**config.mk**
```make
export PLATFORM = sky130hd
export DESIGN_NAME = sync_fifo
export DESIGN_NICKNAME = d
export VERILOG_FILES = /design/src/rtl/sync_fifo.sv
export SDC_FILE = /design/constraint.sdc
export NUM_CORES = 1
export LEC_CHECK = 0
export CAP_MARGIN = 5
export CELL_PAD_IN_SITES_DETAIL_PLACEMENT = 1
export CELL_PAD_IN_SITES_GLOBAL_PLACEMENT = 1
export CORE_AREA = 10 10 127 129
export CTS_BUF_LIST = sky130_fd_sc_hd__clkbuf_16
export DETAILED_ROUTE_END_ITERATION = 10
export DIE_AREA = 0 0 137 139
export PLACE_DENSITY = 0.89
export SKIP_CTS_REPAIR_TIMING = 1
export SLEW_MARGIN = 20
export SYNTH_ARGS = -nofsm -noshare
export SYNTH_HDL_FRONTEND = slang
export SYNTH_SLANG_ARGS = --single-unit
```
**constraint.sdc**
```tcl
create_clock -name clk -period 9.4 [get_ports clk]
set_input_delay 2.82 -clock clk [delete_from_list [all_inputs] [get_ports clk]]
set_output_delay 2.82 -clock clk [all_outputs]
set_load 0.02 [all_outputs]
```
**src/rtl/sync_fifo.sv**
```systemverilog
// sync_fifo: single-clock FIFO with any-integer depth, occupancy count, almost flags, error pulses and optional FWFT read
module sync_fifo #(
    parameter int WIDTH    = 8,
    parameter int DEPTH    = 16,
    parameter int FWFT     = 0,
    parameter int AF_LEVEL = DEPTH - 2,
    parameter int AE_LEVEL = 2,
    parameter int CW       = $clog2(DEPTH + 1)
) (
    input  logic             clk,
    input  logic             reset,
    input  logic [WIDTH-1:0] in,
    input  logic             wr_en,
    input  logic             rd_en,
    output logic [WIDTH-1:0] out,
    output logic             full,
    output logic             empty,
    output logic             almost_full,
    output logic             almost_empty,
    output logic [CW-1:0]    count,
    output logic             overflow,
    output logic             underflow
);
    localparam int PW = $clog2(DEPTH);

    logic [WIDTH-1:0] mem [DEPTH];
    logic [PW-1:0]    wr_ptr, rd_ptr;
    logic             wr_acc, rd_acc;
    logic [CW-1:0]    count_next;

    // acceptance is gated by the registered flags; rejected requests change nothing
    always_comb begin
        wr_acc     = wr_en && !full;
        rd_acc     = rd_en && !empty;
        count_next = count + CW'(wr_acc) - CW'(rd_acc);
    end

    // storage array, cleared on reset so stale data never reappears
    always_ff @(posedge clk) begin
        if (reset) begin
            for (int i = 0; i < DEPTH; i++) mem[i] <= '0;
        end else if (wr_acc) begin
            mem[wr_ptr] <= in;
        end
    end

    // pointers wrap explicitly at DEPTH-1; flags come from count_next so they track count exactly
    always_ff @(posedge clk) begin
        if (reset) begin
            wr_ptr       <= '0;
            rd_ptr       <= '0;
            count        <= '0;
            full         <= 1'b0;
            empty        <= 1'b1;
            almost_full  <= 1'b0;
            almost_empty <= 1'b1;
            overflow     <= 1'b0;
            underflow    <= 1'b0;
        end else begin
            if (wr_acc) wr_ptr <= (wr_ptr == PW'(DEPTH - 1)) ? '0 : wr_ptr + 1'b1;
            if (rd_acc) rd_ptr <= (rd_ptr == PW'(DEPTH - 1)) ? '0 : rd_ptr + 1'b1;
            count        <= count_next;
            full         <= count_next == CW'(DEPTH);
            empty        <= count_next == '0;
            almost_full  <= count_next >= CW'(AF_LEVEL);
            almost_empty <= count_next <= CW'(AE_LEVEL);
            overflow     <= wr_en && full;
            underflow    <= rd_en && empty;
        end
    end

    generate
        if (FWFT != 0) begin : g_fwft
            assign out = mem[rd_ptr];
        end else begin : g_std
            // registered read data, held when no read is accepted
            always_ff @(posedge clk) begin
                if (reset) out <= '0;
                else if (rd_acc) out <= mem[rd_ptr];
            end
        end
    endgenerate
endmodule

```
==> summary.txt <==
Critical path
  • Data arrival time of the critical path: 5.58 ns
  • Worst-path fanout max: 37
  • R2r startpoint: empty
  • FF-to-FF path depth: 10
  • Flop-to-flop setup slack: 6.59 ns
  • R2R Path End: empty
  • Crit path launch type: input pin
  • CP endpoint kind: register
  • WS Path Type: input pin to register
  • Worst path required time: 9.52 ns

Yosys
  • Most common cell in the netlist: and2_1
  • Synth top area cells: edfxtp_1, and2_1, dfxtp_1, mux2_2, mux4_1
  • Syn Inst Count: 525
  • Number of synthesized flops with an enable pin: 128
  • Synth warn: 0
  • Ys async rst share: 0%
  • Main synth FF type: edfxtp_1
  • Synth area leader: edfxtp_1
  • Most frequent cells after synthesis: and2_1, edfxtp_1, mux2_2
  • Seq/Total Area, Yosys: 61.2%
  • Post-synthesis cell type count: 38
  • Area share of the largest cell type after synthesis: 53.7%
  • Synth Net Count: 548
  • Mapped cell area: 7160 sq um
  • Seq cells post-synth: 155
  • Post-Syn Area per Cell: 13.6 sq um

Run
  • Maximum capacitance violations: 0

Cells and area
  • Share of cells above drive strength 1: 14.7%
  • Fin nets: 573
  • Number of diodes: 0
  • Fin area: 8180 sq um
  • Area delta synth->final: 14.2%
  • Utilization after layout: 59.9%

Place
  • Routability cong.: 0.835
  • Post-placement setup slack: 3.67 ns
  • Port bufs: 30
  • Post-DP HPWL: 12600 um
  • Post-DP Area: 7550 sq um

STA
  • Pins Over Slew Limit: 0
  • Worst slew pin tran: 1.02 ns
  • Max Freq: 0.183 GHz
  • Final Setup Violations: 0
  • Period minus WS final: 5.46 ns
  • Slew margin rel.: 31.6%
  • Final Hold Viols: 0
  • Setup TNS: 0 ns
  • Worst setup margin: 3.94 ns
  • Final period utilization: 58.1%
  • RSZ-0062 raised after global routing: false
  • Worst Skew: 0.00883 ns

Worst hold path
  • Hold path depth: 2
  • Worst hold start: full
  • Worst hold endpoint: overflow
  • Hold Path Class: register to register

Clock network
  • Clock transition at the registers of the reported paths: 0.06 ns
  • Insertion delay to the later sink of the worst-skew pair: 0.43 ns
  • H-tree levels: 4
  • CTS Sinks: 155
  • Total CTS buffers: 17
  • Clock Tree Root: clkbuf_16
  • CTS tree: done
  • CTS Buffer Depth: 2

GRT
  • GRT met3 Usage: 3.48%
  • Initial antenna violation count: 0
  • Largest net degree at the start of global routing: 59
  • Global route hottest layer: met2
  • Global-route wire length before repair: 29500 um
  • Gr usage total: 20.8%
  • Met1 Use GR: 24.6%
  • Vias in the first global route: 4817
  • GR Overflow Total: 0
  • GR Util met2: 35.4%

Floorplanning
  • Rows: 43
  • Die W: 137 um
  • Die area: 19000 sq um
  • Die H: 139 um
  • I/O Pins: 31
  • Core area: 13700 sq um
  • Initial Utilization: 52.4%

Power
  • Power share of the combinational group: 20.0%
  • Clock power share: 37.5%
  • Maximum VDD drop: 0.000133 V
  • Power per cell area: 239 nW/um^2
  • Switching Fraction: 27.2%
  • Static Leak: 0.00303 uW
  • Int Power: 1420 uW
  • NetSw: 531 uW
  • Sequential share of power: 42.5%

Route
  • Post-route ant nets: 0
  • Final WL: 19400 um
  • DRC: 0
  • Drt wl/cell: 26.2 um
  • Drt first pass iters: 5
  • Initial drt markers: 418
  • Via density: 6.01
  • Vias: 4466

Run status
  • Status: completed
[worst max path at each step]
stage	startpoint	end	slack [ns]	cells after the start
floorplan	wr_en	empty	4.51	10
global placement	wr_en	empty	3.88	11
detailed placement	wr_en	empty	3.67	11
CTS	reset	mem[2][5]	4.01	6
global route	reset	mem[0][6]	3.72	6
finish	reset	mem[2][6]	3.94	6
[critical path, stage by stage]
cell             delay, ns
clkdlybuf4s50_1       0.40
buf_4                 0.27
nor3b_1               0.62
nand2_1               0.28
nor3_1                0.79
or2_2                 0.38
[state kept, by name (all words and copies together), names as in the netlist, 4 cells and up]
register  flops
rd_ptr        4
wr_ptr        4
count         5
out           8
mem         128
[metal layers]
metal / vias up / wire (um)
met1: 2322 / 7740
met5: - / 0
met2: 139 / 10200
met4: 0 / 692
li1: 1958 / -
met3: 47 / 784
[stage by stage]
step           total power (uW)  cells  hold slack, ns
2_1_floorplan              1090    525           0.484
3_3_place_gp               1200    711           0.480
3_5_place_dp               1230    711           0.491
4_1_cts                    1950    743           0.500
5_1_grt                    2010    743           0.521
6_report                   1960    743           0.499
[placed cells by master, fill, tap and decap left out, types with 8 or more instances in the layout]
cell type	count
a211oi_1	9
a221o_1	8
and2_1	129
clkbuf_16	17
clkdlybuf4s50_1	30
dfxtp_1	26
edfxtp_1	128
ha_1	10
inv_1	14
mux2_2	30
mux4_1	10
nand2_1	15
nor2_1	27
nor2b_1	10
nor3_1	11
o21ai_0	9
o22ai_1	8
or2_2	16
[power by group through the flow]
stage	combinational [uW]	sequential, uW	clock [uW]
after global placement	358	839	0
after detailed placement	386	845	0
after floorplan	231	859	0
after global routing	423	836	756
final	391	831	733
after CTS	392	831	730
[logic make-up (layout without fill, tap and decap cells)]
logic type | Yosys count | after routing | synth area share, %
compound gates | 47 | 47 | 4.60
xor+xnor | 8 | 8 | 0.979
fa+ha+maj | 11 | 11 | 2.03
buf+inv | 36 | 74 | 2.71
flops | 155 | 155 | 61.2
mux | 48 | 48 | 10.7
simple gates | 220 | 220 | 17.7
[final cells by class]
cell class / count / area [sq um]
clock inverters: 15 / 193
flip-flops and latches: 155 / 4390
inverters: 9 / 33.8
clock buffers: 17 / 425
repair buffers: 33 / 323
multi-input cells: 334 / 2590
well taps: 180 / 225
fillers: 1320 / 5490
Note: power is estimated with default switching activity, not from simulation.
